`src/rtl/pe_row_drain.sv`:
```
// -----------------------------------------------------------------------------
// pe_row_drain
//
// Collects one row of systolic-array results and streams it out one word at a
// time. A PE column is captured on the rising edge of its finish level, sampled
// only in cycles where the array is enabled (i_valid). The captured columns go
// into a fill buffer (F). When every column has arrived, F is handed to a drain
// buffer (D), which is emitted column 0 first over a valid/ready handshake. F
// can refill while D drains. When the last word of D is accepted, a complete F
// is moved across on the same edge, so back-to-back rows leave no gap.
//
// Parameters
//   DIMENSION  number of PE columns in the row
//   C_BITS     width of one PE result
//
// Ports
//   i_clock     single clock, rising edge
//   i_reset     synchronous, active-high reset
//   i_valid     capture-side enable, the signal that also enables the PE array
//   i_c         PE results, column k at [k*C_BITS +: C_BITS]
//   i_finish    per-column PE finish levels
//   i_ready     downstream accepts the offered word
//   o_data      offered result word (0 when nothing is offered)
//   o_valid     o_data is valid
//   o_last      offered word is column DIMENSION-1 of its row
//   o_overflow  sticky: a finish event was dropped because both buffers were full
//   o_busy      a row is partially captured or being drained
//   o_col       (only with PE_ROW_DRAIN_TAG_EN) column index of the offered word
//
// Build option
//   PE_ROW_DRAIN_TAG_EN  when defined, adds the o_col column tag output.
// -----------------------------------------------------------------------------

module pe_row_drain #(
   parameter  int DIMENSION = 4,
   parameter  int C_BITS    = 16,
   localparam int IDX_W     = (DIMENSION > 1) ? $clog2(DIMENSION) : 1
) (
   input  logic                        i_clock,
   input  logic                        i_reset,
   input  logic                        i_valid,
   input  logic [DIMENSION*C_BITS-1:0] i_c,
   input  logic [DIMENSION-1:0]        i_finish,
   input  logic                        i_ready,
   output logic [C_BITS-1:0]           o_data,
   output logic                        o_valid,
   output logic                        o_last,
   output logic                        o_overflow,
   output logic                        o_busy
`ifdef PE_ROW_DRAIN_TAG_EN
   ,
   output logic [IDX_W-1:0]            o_col
`endif
);

   // IDLE: drain buffer empty. DRAIN: drain buffer full and being offered.
   typedef enum logic {
      ST_IDLE  = 1'b0,
      ST_DRAIN = 1'b1
   } state_t;

   localparam logic [DIMENSION-1:0] ALL_COLS = '1;
   localparam logic [IDX_W-1:0]     LAST_IDX = IDX_W'(DIMENSION - 1);

   // ---------------------------------------------------------------------------
   // State
   // ---------------------------------------------------------------------------
   state_t                state_q,  state_d;
   logic [DIMENSION-1:0]  finish_q, finish_d;   // last sampled finish levels
   logic [DIMENSION-1:0]  mask_q,   mask_d;     // F capture mask
   logic [IDX_W-1:0]      idx_q,    idx_d;      // D word being offered
   logic                  ovf_q,    ovf_d;

   logic [C_BITS-1:0]     fill_q  [DIMENSION];
   logic [C_BITS-1:0]     fill_d  [DIMENSION];
   logic [C_BITS-1:0]     drain_q [DIMENSION];
   logic [C_BITS-1:0]     drain_d [DIMENSION];

   // ---------------------------------------------------------------------------
   // Capture side
   // ---------------------------------------------------------------------------
   logic [DIMENSION-1:0]  rise;
   logic [DIMENSION-1:0]  mask_set;     // mask including this cycle's captures
   logic                  f_full_q;     // F was already complete entering the cycle
   logic                  f_complete;   // F complete once this cycle's captures land
   logic                  load_fill;    // move F into D on this edge

   always_comb begin
      // NOTE: every signal driven here gets a default first, so no path leaves
      // a value unassigned and no latch is inferred.
      rise     = i_valid ? (i_finish & ~finish_q) : '0;
      finish_d = i_valid ? i_finish : finish_q;

      f_full_q = (mask_q == ALL_COLS);

      // A complete F is frozen until D takes it; rises in that window are lost.
      mask_set = f_full_q ? mask_q : (mask_q | rise);
      f_complete = (mask_set == ALL_COLS);

      for (int k = 0; k < DIMENSION; k++) begin
         fill_d[k] = fill_q[k];
         if (!f_full_q && rise[k]) begin
            // A repeat rise on an already captured column simply overwrites it.
            fill_d[k] = i_c[k*C_BITS +: C_BITS];
         end
      end

      // F complete on entry implies D is full (an empty D would have taken F
      // on the edge it completed), so any rise now is a dropped event.
      ovf_d = ovf_q | (f_full_q & (|rise));
   end

   // ---------------------------------------------------------------------------
   // Drain FSM: next state and buffer hand-off
   // ---------------------------------------------------------------------------
   logic xfer;

   always_comb begin
      state_d   = state_q;
      idx_d     = idx_q;
      load_fill = 1'b0;
      xfer      = (state_q == ST_DRAIN) && i_ready;

      unique case (state_q)
         ST_IDLE: begin
            if (f_complete) begin
               load_fill = 1'b1;
               idx_d     = '0;
               state_d   = ST_DRAIN;
            end
         end

         ST_DRAIN: begin
            if (xfer) begin
               if (idx_q == LAST_IDX) begin
                  idx_d = '0;
                  // A waiting complete row follows with no idle cycle.
                  if (f_complete) begin
                     load_fill = 1'b1;
                  end else begin
                     state_d = ST_IDLE;
                  end
               end else begin
                  idx_d = idx_q + 1'b1;
               end
            end
         end

         default: begin
            state_d = ST_IDLE;
         end
      endcase

      mask_d = load_fill ? '0 : mask_set;

      for (int k = 0; k < DIMENSION; k++) begin
         drain_d[k] = load_fill ? fill_d[k] : drain_q[k];
      end
   end

   // ---------------------------------------------------------------------------
   // Registers
   // ---------------------------------------------------------------------------
   always_ff @(posedge i_clock) begin
      // NOTE: sequential state uses non-blocking assignments only, so every
      // register sees the pre-edge value of every other register.
      if (i_reset) begin
         state_q  <= ST_IDLE;
         // All ones: a finish level still high when reset drops is not a rise.
         finish_q <= '1;
         mask_q   <= '0;
         idx_q    <= '0;
         ovf_q    <= 1'b0;
      end else begin
         state_q  <= state_d;
         finish_q <= finish_d;
         mask_q   <= mask_d;
         idx_q    <= idx_d;
         ovf_q    <= ovf_d;
      end
   end

   // NOTE: the row buffers carry no reset; their contents are only observed
   // through mask_q / state_q, which are reset, so stale data is never offered.
   always_ff @(posedge i_clock) begin
      fill_q  <= fill_d;
      drain_q <= drain_d;
   end

   // ---------------------------------------------------------------------------
   // Outputs
   // ---------------------------------------------------------------------------
   assign o_valid    = (state_q == ST_DRAIN);
   assign o_data     = o_valid ? drain_q[idx_q] : '0;
   assign o_last     = o_valid && (idx_q == LAST_IDX);
   assign o_overflow = ovf_q;
   assign o_busy     = (|mask_q) | o_valid;

`ifdef PE_ROW_DRAIN_TAG_EN
   assign o_col      = o_valid ? idx_q : '0;
`endif

endmodule

```
`config.mk`:
```
export PLATFORM = sky130hd
export DESIGN_NAME = pe_row_drain
export DESIGN_NICKNAME = d
export VERILOG_FILES = /design/src/rtl/pe_row_drain.sv
export SDC_FILE = /design/constraint.sdc
export NUM_CORES = 1
export LEC_CHECK = 0
export CORE_MARGIN = 2
export CORE_UTILIZATION = 55
export DETAILED_ROUTE_END_ITERATION = 7
export DONT_BUFFER_PORTS = 1
export PLACE_DENSITY = 0.73
export SYNTH_ARGS = -nofsm -noshare
export SYNTH_HDL_FRONTEND = slang
export SYNTH_SLANG_ARGS = --single-unit
```
`constraint.sdc`:
```
create_clock -name i_clock -period 4.6 [get_ports i_clock]
set_input_delay 0.46 -clock i_clock [delete_from_list [all_inputs] [get_ports i_clock]]
set_output_delay 0.46 -clock i_clock [all_outputs]
set_load 0.05 [all_outputs]
```
Word level (Yosys, flattened, before mapping)
Cells that the tools add are included.
W data, S select, Z words.
- register bits after elaboration: 140
- input port bits: 72
- output and inout port bits: 20
- logic and storage cells: 60
- add/subtract/negate cells: 1
- $lt $le $gt $ge: 1
- equal/unequal tests: 5
- mux-type cells: 21
- bitwise gates (word level): 8
- reductions and logical operators: 11
- operators with widths (kind ; number):
    $mux W16 ; 7
    $bmux W16 S2 ; 1
    $eq A4 B4 Y1 const B ; 2
    $mux W4 ; 2
    $reduce_or A4 Y1 ; 2
    $logic_and A1 B1 Y1 ; 6
    $mux W2 ; 3
    $mux W1 ; 5
    $and A4 B4 Y4 ; 1
    $not A4 Y4 ; 1
    $or A4 B4 Y4 ; 1
    $pmux W1 S2 ; 2
    $pmux W2 S2 ; 1
    $ge A3 B3 Y1 const B ; 1
    $not A2 Y3 ; 1
    $add A2 B1 Y2 const B ; 1
    $eq A2 B2 Y1 const B ; 1
    $ne A2 B1 Y1 const B ; 1
    $ne A2 B2 Y1 const B ; 1
    $or A1 B1 Y1 ; 2
    $reduce_and A2 Y1 ; 1
    $reduce_or A2 Y1 ; 1
    $and A1 B1 Y1 ; 1
    $logic_not A1 Y1 ; 1
    $not A1 Y1 ; 1

Longest topological paths before layout
Gate-level depths: netlist (run 1).
- depth after elaboration: 11
- depth in mapped cells: 6
- gate-level depth less buffers: 4

Least setup slack after synthesis (run 1)
Ideal clock, no wire load.
- path type: input-to-reg
- start point: input i_finish[0]
- end point: register drain_q[0] in the netlist's numbering (enable)
- setup time: 0.493 ns
- data arrival time: 4.043 ns
- data required time: 4.107 ns
- setup slack: 0.063 ns
- stages: 4
- path buffers: 0
- cell sequence: nor2b_4 > a21oi_1 > nor4_2 > nor2b_1
- word-level cells in the longest chain between the ends: 9
- ends and longest elaborated chain (what ; line ; source):
    from (decl) ; 43 ; input logic [DIMENSION-1:0] i_finish,
    $and A4 B4 Y4 (*) ; 91 ; rise = i_valid ? (i_finish & ~finish_q) : '0;
    $mux W4 (*) ; 91 ;
    $or A4 B4 Y4 (*) ; 97 ; mask_set = f_full_q ? mask_q : (mask_q | rise);
    $mux W4 (*) ; 97 ;
    $eq A4 B4 Y1 (*) ; 98 ; f_complete = (mask_set == ALL_COLS);
    $mux W1 (*) ; 126, 138 ;
    $mux W1 ; 135 ; if (idx_q == LAST_IDX) begin
    $mux W1 ; 134 ; if (xfer) begin
    $pmux W1 S2 (*) ; 124 ; unique case (state_q)
    named net load_fill ; 86 ; logic load_fill;
    to (signal assigned) ; 187 ; drain_q <= drain_d;
    to (decl) ; 76 ; logic [C_BITS-1:0] drain_q [DIMENSION];
The timed path passes the listed nets; every way through them passes the cells marked *.
A chain may end at the register's enable or synchronous reset.

Worst setup path in the final report (run 1)
- start point: register idx_q[1]
- end point: register drain_q[20] in the netlist's numbering (enable)
- word-level cells in the longest chain between the ends: 4
- ends and longest elaborated chain (what ; line ; source):
    from (decl) ; 71 ; logic [IDX_W-1:0] idx_q, idx_d;
    from (signal assigned) ; 178 ; idx_q <= idx_d;
    $eq A2 B2 Y1 ; 135 ;
    $mux W1 ; 135 ;
    $mux W1 ; 134 ;
    $pmux W1 S2 ; 124 ;
    named net load_fill ; 86 ;
The timed path passes the listed nets, and every way through them passes these cells.

==> run summary, run 1 <==
Drt pass-1 iters -> 4
Crit path required time -> 4.75 ns
Avg Synthesized Cell Area -> 17.4 um2
Worst Path Arrival -> 3.05 ns
Post-Synth XOR/XNOR Area -> 0.168%
Vias in the first global route -> 2596
Critical path fanouts, max -> 40
Largest family of logic cells by synthesized area -> multiplexers
CTS Root Cell -> clkbuf_8
Setup TNS -> 0 ns
CORE AREA -> 9240 um2
H-tree depth -> 4
Clk_skew -> 0.00603 ns
Post-DRT Antenna Nets -> 0
Post-Synth Simple-Gate Area -> 6.43%
Min-Delay Endpoint -> mask_q[2]
Initial Util -> 56.4%
Routed len/inst -> 19.4 um
Routed Wire Length -> 8.79 mm
CTS buffer count -> 17
PortBufs -> 0
Worst R2R End -> drain_q[20]
Tmin final -> 2.90 ns
Post-synth top area cell -> edfxtp_1
Die width -> 101 um
Routed vias/inst -> 5.53
Max Cap Viol -> 0
Area Growth Syn to Fin -> 13.4%
VDD IR max -> 0.371 mV
Relative slew slack -> 42.1%
Die Area -> 10300 um2
Worst setup EP type -> flip-flop
First-pass GRT wire length -> 13.6 mm
Pleak -> 2.20 nW
GPL Wtd Cong -> 0.792
Initial antenna violation count -> 2
Top cell type's share of synthesized area -> 36.9%
DRC viols -> 0
Status -> completed
R2R Setup Slk -> 1.70 ns
Site Rows -> 35
Syn Inst Count -> 300
Fmax -> 0.345 GHz
CTS sink cnt -> 140
Number of synthesized register bits -> 140
Via Count -> 2509
Compound-cell area share of the yosys netlist -> 1.85%
Synth warn -> 0
Synth Net Count -> 373
Endpoints failing setup -> 0
Post-layout util -> 64.0%
Final net count -> 384
Post-synthesis cell area -> 5220 um2
Crit path kind -> reg -> reg
Hold Path Origin -> i_reset
Initial DRC count -> 109
Final period util -> 63.0%
Reg clk slew, reported paths -> 0.06 ns
Share of cells above drive strength 1 -> 33.0%
Post-CTS Setup Repair Bufs -> 0
CTS tree -> done
Worst Tran Pin Value -> 0.867 ns
Netlist cell types -> 33
R2R cell count -> 4
Mux cell area share after synthesis -> 22.8%
Clock tree buffer depth -> 2
WHS Path Cells -> 1
Worst skew pair latency -> 0.51 ns
Slew Limit Fails -> 0
Final Hold Viols -> 0
Worst setup SP type -> flip-flop
Die Y -> 101 um
DP HPWL -> 5.63 mm
Adder-Cell Fraction of Synth Area -> 0.240%
Power per cell area -> 530 nW/um2
Largest net degree at the start of global routing -> 41
Top-level I/O count -> 92
Hold Path Class -> in -> reg
Gr ovfl total -> 0
Synth area leaders -> edfxtp_1 37%, dfxtp_1 29%, mux2_2 12%, mux4_1 8.1%, mux2_4 2.9%
Worst reg2reg startpoint -> idx_q[1]
RSZ-0062 raised after global routing -> false
Post-synthesis sequential area ratio -> 66.0%
Total Routing Usage GR -> 18.5%
-- metal layers --
| metal | vias up | share of wire, % | routed length, um | GRT usage (%) |
|---|---|---|---|---|
| met5 | - | 0 | 0 | 0 |
| met3 | 15 | 9.1 | 799 | 9.04 |
| met1 | 1240 | 40 | 3490 | 21.9 |
| met4 | 0 | 1.8 | 159 | 7.69 |
| met2 | 89 | 49 | 4350 | 29.1 |
| li1 | 1165 | - | - | - |
-- worst max-delay path, stage by stage (launching register included) --
cell and delay [ns]:
dfxtp_1 0.89, ha_1 0.30, a21oi_1 0.19, nor2b_4 0.59, buf_4 0.55
-- layout by cell type, fill, tap and decap left out, types with 4 or more instances in the layout --
master,netlist,layout
dfxtp_1,76,76
edfxtp_1,64,64
mux2_2,54,54
and2_1,18,18
mux4_1,16,16
clkbuf_16,0,16
mux2_4,10,10
nor3_1,5,5
a21oi_1,5,5
nand2_4,4,4
nor2b_1,5,4
a211o_1,4,4
nor4_1,4,4
bufinv_16,0,4
-- cells by family after synthesis --
logic type | after synthesis
AOI/OAI and AO/OA | 13
xor gates and xnor gates | 1
adders and majority gates | 1
buffers and inverters | 15
DFF | 140
muxes | 81
and+or+nand+nor | 49
-- layout make-up --
cell class / count / area, um2
Clock inverter: 11 / 168
Clock buffer: 21 / 439
Timing Repair Buffer: 5 / 42.5
Multi-Input combinational cell: 145 / 1650
Inverter: 2 / 7.51
Fill cell: 652 / 3330
Antenna cell: 1 / 2.50
Tap cell: 129 / 161
Sequential cell: 140 / 3440
-- power by group --
| group | switching (mW) | internal [mW] | total (mW) |
|---|---|---|---|
| Combinational | 0.0934 | 0.132 | 0.225 |
| Sequential | 0.0350 | 1.49 | 1.53 |
| Clock | 0.489 | 0.894 | 1.38 |
-- cells in the mapped netlist --
master,number
clkbuf_1,3
or4_1,1
dfxtp_1,76
and2b_1,1
and2_1,18
nand4_1,1
nor2b_4,2
a211o_1,4
nand2_4,4
buf_2,3
a21oi_2,1
nand3b_1,1
mux2_4,10
inv_1,2
nor2b_1,5
mux2_2,54
o21ba_2,1
nor2b_2,1
buf_6,5
xor2_1,1
nor4_1,4
nor3_1,5
a21oi_1,5
nor4_2,1
mux2i_1,1
nand2_1,2
buf_12,2
ha_1,1
a311oi_1,1
o32ai_1,1
edfxtp_1,64
mux4_1,16
nor2_1,3
-- worst max-delay path by stage --
stage | from | endpoint | slack [ns] | cells past startpoint
4_1_cts | idx_q[1] | drain_q[53] | 1.66 | 4
5_1_grt | idx_q[1] | drain_q[53] | 1.48 | 4
3_3_place_gp | idx_q[1] | drain_q[35] | 1.77 | 4
3_5_place_dp | idx_q[1] | drain_q[19] | 1.67 | 4
6_report | idx_q[1] | drain_q[20] | 1.70 | 4
2_1_floorplan | i_finish[0] | drain_q[0] | 0.06 | 4
-- stage by stage --
step	power (mW)	setup slack [ns]	hold WS, ns	instance area, um2	instances
after detailed placement	1.78	1.67	0.457	5280	419
after global routing	3.26	1.48	0.00153	5910	453
after floorplan	1.73	0.0635	0.444	5220	300
after global placement	1.76	1.77	0.453	5280	419
after CTS	3.16	1.66	0.000137	5900	452
final	3.13	1.70	0.0334	5910	454
-- timing repair --
item | 4_1_cts | 5_1_grt
endpoints found under the hold margin | 2 | 2
gates resized for setup | 0 | 0
endpoints found under the setup margin | 0 | 0
hold buffers | 1 | 1
-- flip-flops by register name, indices dropped and copies added (netlist names) --
register	cells
fill_q	64
finish_q	4
mask_q	4
o_valid	1
idx_q	2
drain_q	64
o_overflow	1
Power figures use the tool's default switching activity.
==> run 2, diff against run 1 <==
--- a/config.mk
+++ b/config.mk
@@ -5,6 +5,7 @@
 export SDC_FILE = /design/constraint.sdc
 export NUM_CORES = 1
 export LEC_CHECK = 0
+export ABC_AREA = 1
 export CORE_MARGIN = 2
 export CORE_UTILIZATION = 55
 export DETAILED_ROUTE_END_ITERATION = 7
==> constraint.sdc (replaced) <==
create_clock -name i_clock -period 2.5 [get_ports i_clock]
set_input_delay 0.25 -clock i_clock [delete_from_list [all_inputs] [get_ports i_clock]]
set_output_delay 0.25 -clock i_clock [all_outputs]
set_load 0.05 [all_outputs]
==> run summary, run 2 <==
Final net count -> 570 (was 384)
Synth area leaders -> edfxtp_1 37%, dfxtp_1 29%, mux2_2 9.5%, mux2_4 5.8%, nor2_1 5.0% (was edfxtp_1 37%, dfxtp_1 29%, mux2_2 12%, mux4_1 8.1%, mux2_4 2.9%)
CP Buf/Inv Count -> 2 (was 1)
CP peak stage delay -> 0.50 ns (was 0.89 ns)
Share of cells above drive strength 1 -> 25.3% (was 33.0%)
Post-synth ARST share -> 0% (unchanged)
Clock tree buffer depth -> 2 (unchanged)
Worst hold slack -> 0.0140 ns (was 0.0334 ns)
CTS buffer count -> 17 (unchanged)
Fin cells -> 621 (was 454)
Via Count -> 3286 (was 2509)
Top flop regs -> drain_q: 64 flops, fill_q: 64 flops (unchanged)
Post-synth EDFFs -> 64 (unchanged)
Final period util -> 93.9%
Power per cell area -> 881 nW/um2 (was 530 nW/um2)
Site Rows -> 35 (unchanged)
Post-CTS Setup Repair Bufs -> 0 (unchanged)
Routed vias/inst -> 5.29 (was 5.53)
Main flop type after synthesis -> dfxtp_1 (unchanged)
Placed inst area -> 5420 um2 (was 5280 um2)
Most frequent cells in the layout -> 76 x dfxtp_1, 72 x dlygate4sd3_1, 69 x nor2_1 (was 76 x dfxtp_1, 64 x edfxtp_1, 54 x mux2_2)
Syn Inst Count -> 400 (was 300)
Top-level I/O count -> 92 (unchanged)
Critical path destination -> o_data[9] (was drain_q[20])
Post-synthesis sequential area ratio -> 66.1% (was 66.0%)
Hold-fix buffers, CTS -> 72 (was 1)
Fmax -> 0.426 GHz
CTS tree -> done (unchanged)
Initial Util -> 56.7% (was 56.4%)
Status -> completed (unchanged)
Most frequent cell after synthesis -> dfxtp_1 (unchanged)
Final instance area -> 6760 um2 (was 5910 um2)
Gr ovfl total -> 0 (unchanged)
Post-synthesis cell area -> 5210 um2 (was 5220 um2)
Top cell type's share of synthesized area -> 36.9% (about the same)
Initial antenna violation count -> 0 (was 2)
Slew Limit Fails -> 0 (unchanged)
Post-DRT Antenna Nets -> 0 (unchanged)
Worst Tran Pin Value -> 0.536 ns (was 0.867 ns)
RSZ-0062 raised after global routing -> false (unchanged)
H-tree depth -> 4 (unchanged)
Final Hold Viols -> 0 (unchanged)
Largest net degree at the start of global routing -> 65 (was 41)
Avg Synthesized Cell Area -> 13.0 um2 (was 17.4 um2)
Worst Path Arrival -> 2.10 ns (was 3.05 ns)
Reg clk slew, reported paths -> 0.06 ns (about the same)
CTS resizes -> 0 (unchanged)
Vias in the first global route -> 3402 (was 2596)
Worst R2R End -> drain_q[6] (was drain_q[20])
Crit path required time -> 2.25 ns (was 4.75 ns)
Die width -> 101 um (about the same)
Worst skew pair latency -> 0.50 ns (was 0.51 ns)
Worst reg2reg startpoint -> o_valid (was idx_q[1])
Endpoints failing setup -> 0 (unchanged)
DP HPWL -> 6.57 mm (was 5.63 mm)
Crit. path cell count -> 6 (was 4)
Routed len/inst -> 17.1 um (was 19.4 um)
DRC viols -> 0 (unchanged)
Critical Path Slowest Stage Cell -> dfxtp_1 (unchanged)
Worst setup SP type -> flip-flop (unchanged)
Setup TNS -> 0 ns (unchanged)
Clk_skew -> 0.00983 ns (was 0.00603 ns)
Max Cap Viol -> 0 (unchanged)
Pleak -> 2.73 nW (was 2.20 nW)
Commonest cells in the netlist -> 76 x dfxtp_1, 70 x nor2_1, 64 x edfxtp_1, 44 x mux2_2, 36 x o21ai_0 (was 76 x dfxtp_1, 64 x edfxtp_1, 54 x mux2_2, 18 x and2_1, 16 x mux4_1)
CTS sink cnt -> 140 (unchanged)
Crit. Startpoint -> idx_q[0] (was idx_q[1])
CORE AREA -> 9200 um2 (was 9240 um2)
Initial DRC count -> 163 (was 109)
Drt pass-1 iters -> 4 (unchanged)
CTS Root Cell -> clkbuf_8 (unchanged)
Crit-path leading delay family -> buffers and inverters (was flip-flops)
Post-synth top area cell -> edfxtp_1 (unchanged)
PortBufs -> 0 (unchanged)
Routed Wire Length -> 10.6 mm (was 8.79 mm)
Synth Net Count -> 473 (was 373)
Hold Path Class -> in -> reg (unchanged)
Die Area -> 10300 um2 (about the same)
Area Growth Syn to Fin -> 29.8% (was 13.4%)
VDD IR max -> 0.564 mV (was 0.371 mV)
Synth warn -> 0 (unchanged)
Cell chain of the critical path -> buf_4 -> nor2_1 -> nor2_1 -> o21ai_0 -> a21oi_1 -> buf_4 (was ha_1 -> a21oi_1 -> nor2b_4 -> buf_4)
Netlist cell types -> 28 (was 33)
Die Y -> 101 um (about the same)
GPL Wtd Cong -> 0.861 (was 0.792)
Crit path kind -> reg -> out (was reg -> reg)
Tmin final -> 2.35 ns
Relative slew slack -> 64.1% (was 42.1%)
R2R Setup Slk -> 0.71 ns (was 1.70 ns)
ANT cells -> 0 (was 1)
Number of synthesized register bits -> 140 (unchanged)
First-pass GRT wire length -> 16.7 mm (was 13.6 mm)
R2R cell count -> 6 (was 4)
Post-layout util -> 73.5% (was 64.0%)
Critical path fanouts, max -> 16 (was 40)
Worst setup EP type -> output pin (was flip-flop)
Commonest non-fill, non-tap cell in the layout -> dfxtp_1 (unchanged)
Total Routing Usage GR -> 21.8% (was 18.5%)
Placed cells -> 517 (was 419)
run 2: changes by cell type after synthesis, moves of 12 or more:
cell     change
inv_1       +12
mux4_1      -16
o21ai_0     +36
a21oi_1     +21
and2_1      -18
nor2_1      +67
run 2: logic make-up after synthesis:
kind of cell	count (synthesis)	share of synthesized area [%]
flip-flops	140	66.1
AND/OR/NAND/NOR	96	8.55
AO/OA/AOI/OAI	65	6.39
multiplexers	64	15.3
buffers and inverters	34	3.46
adder cells (fa/ha/maj)	1	0.240
run 2: area by class of cell:
cell class,instances,area (um2)
Clock buffer,20,435
Inverter,18,67.6
Sequential cell,140,3440
Timing Repair Buffer,94,898
Tap cell,111,139
Fill cell,598,2430
Multi-Input combinational cell,226,1590
Clock inverter,12,185
run 2: per-layer routing:
layer	track usage [%]	vias to the layer above	share of wire [%]	wire (um)
met5	0	-	0	0
met4	7.80	0	1.5	161
met3	6.21	14	5.4	579
met2	38.1	113	52	5550
met1	25.7	1572	41	4340
li1	-	1587	-	-
run 2: stage by stage:
stage / worst slack (ns) / power [mW]
final: 0.154 / 5.96
after detailed placement: 0.746 / 3.28
after global placement: 0.783 / 3.25
after floorplan: 0.226 / 3.20
after global routing: 0.0313 / 6.15
after CTS: 0.190 / 5.97
run 2: how the worst min path moves through the flow:
| stage | endpoint | depth (start not counted) | slack, ns | startpoint |
|---|---|---|---|---|
| detailed placement | idx_q[1] | 1 | 0.32 | i_reset |
| CTS | mask_q[2] | 2 | 0.003 | i_finish[2] |
| finish | mask_q[2] | 2 | 0.01 | i_finish[2] |
| global placement | o_overflow | 1 | 0.32 | i_reset |
| global route | mask_q[2] | 2 | 0.01 | i_finish[2] |
| floorplan | idx_q[1] | 1 | 0.32 | i_reset |
run 2: power breakdown:
group          total (mW)  internal [mW]  switching (mW)
registers            2.82           2.74          0.0770
logic               0.527          0.330           0.197
clock network        2.61           1.66           0.951
total                5.96           4.73            1.22
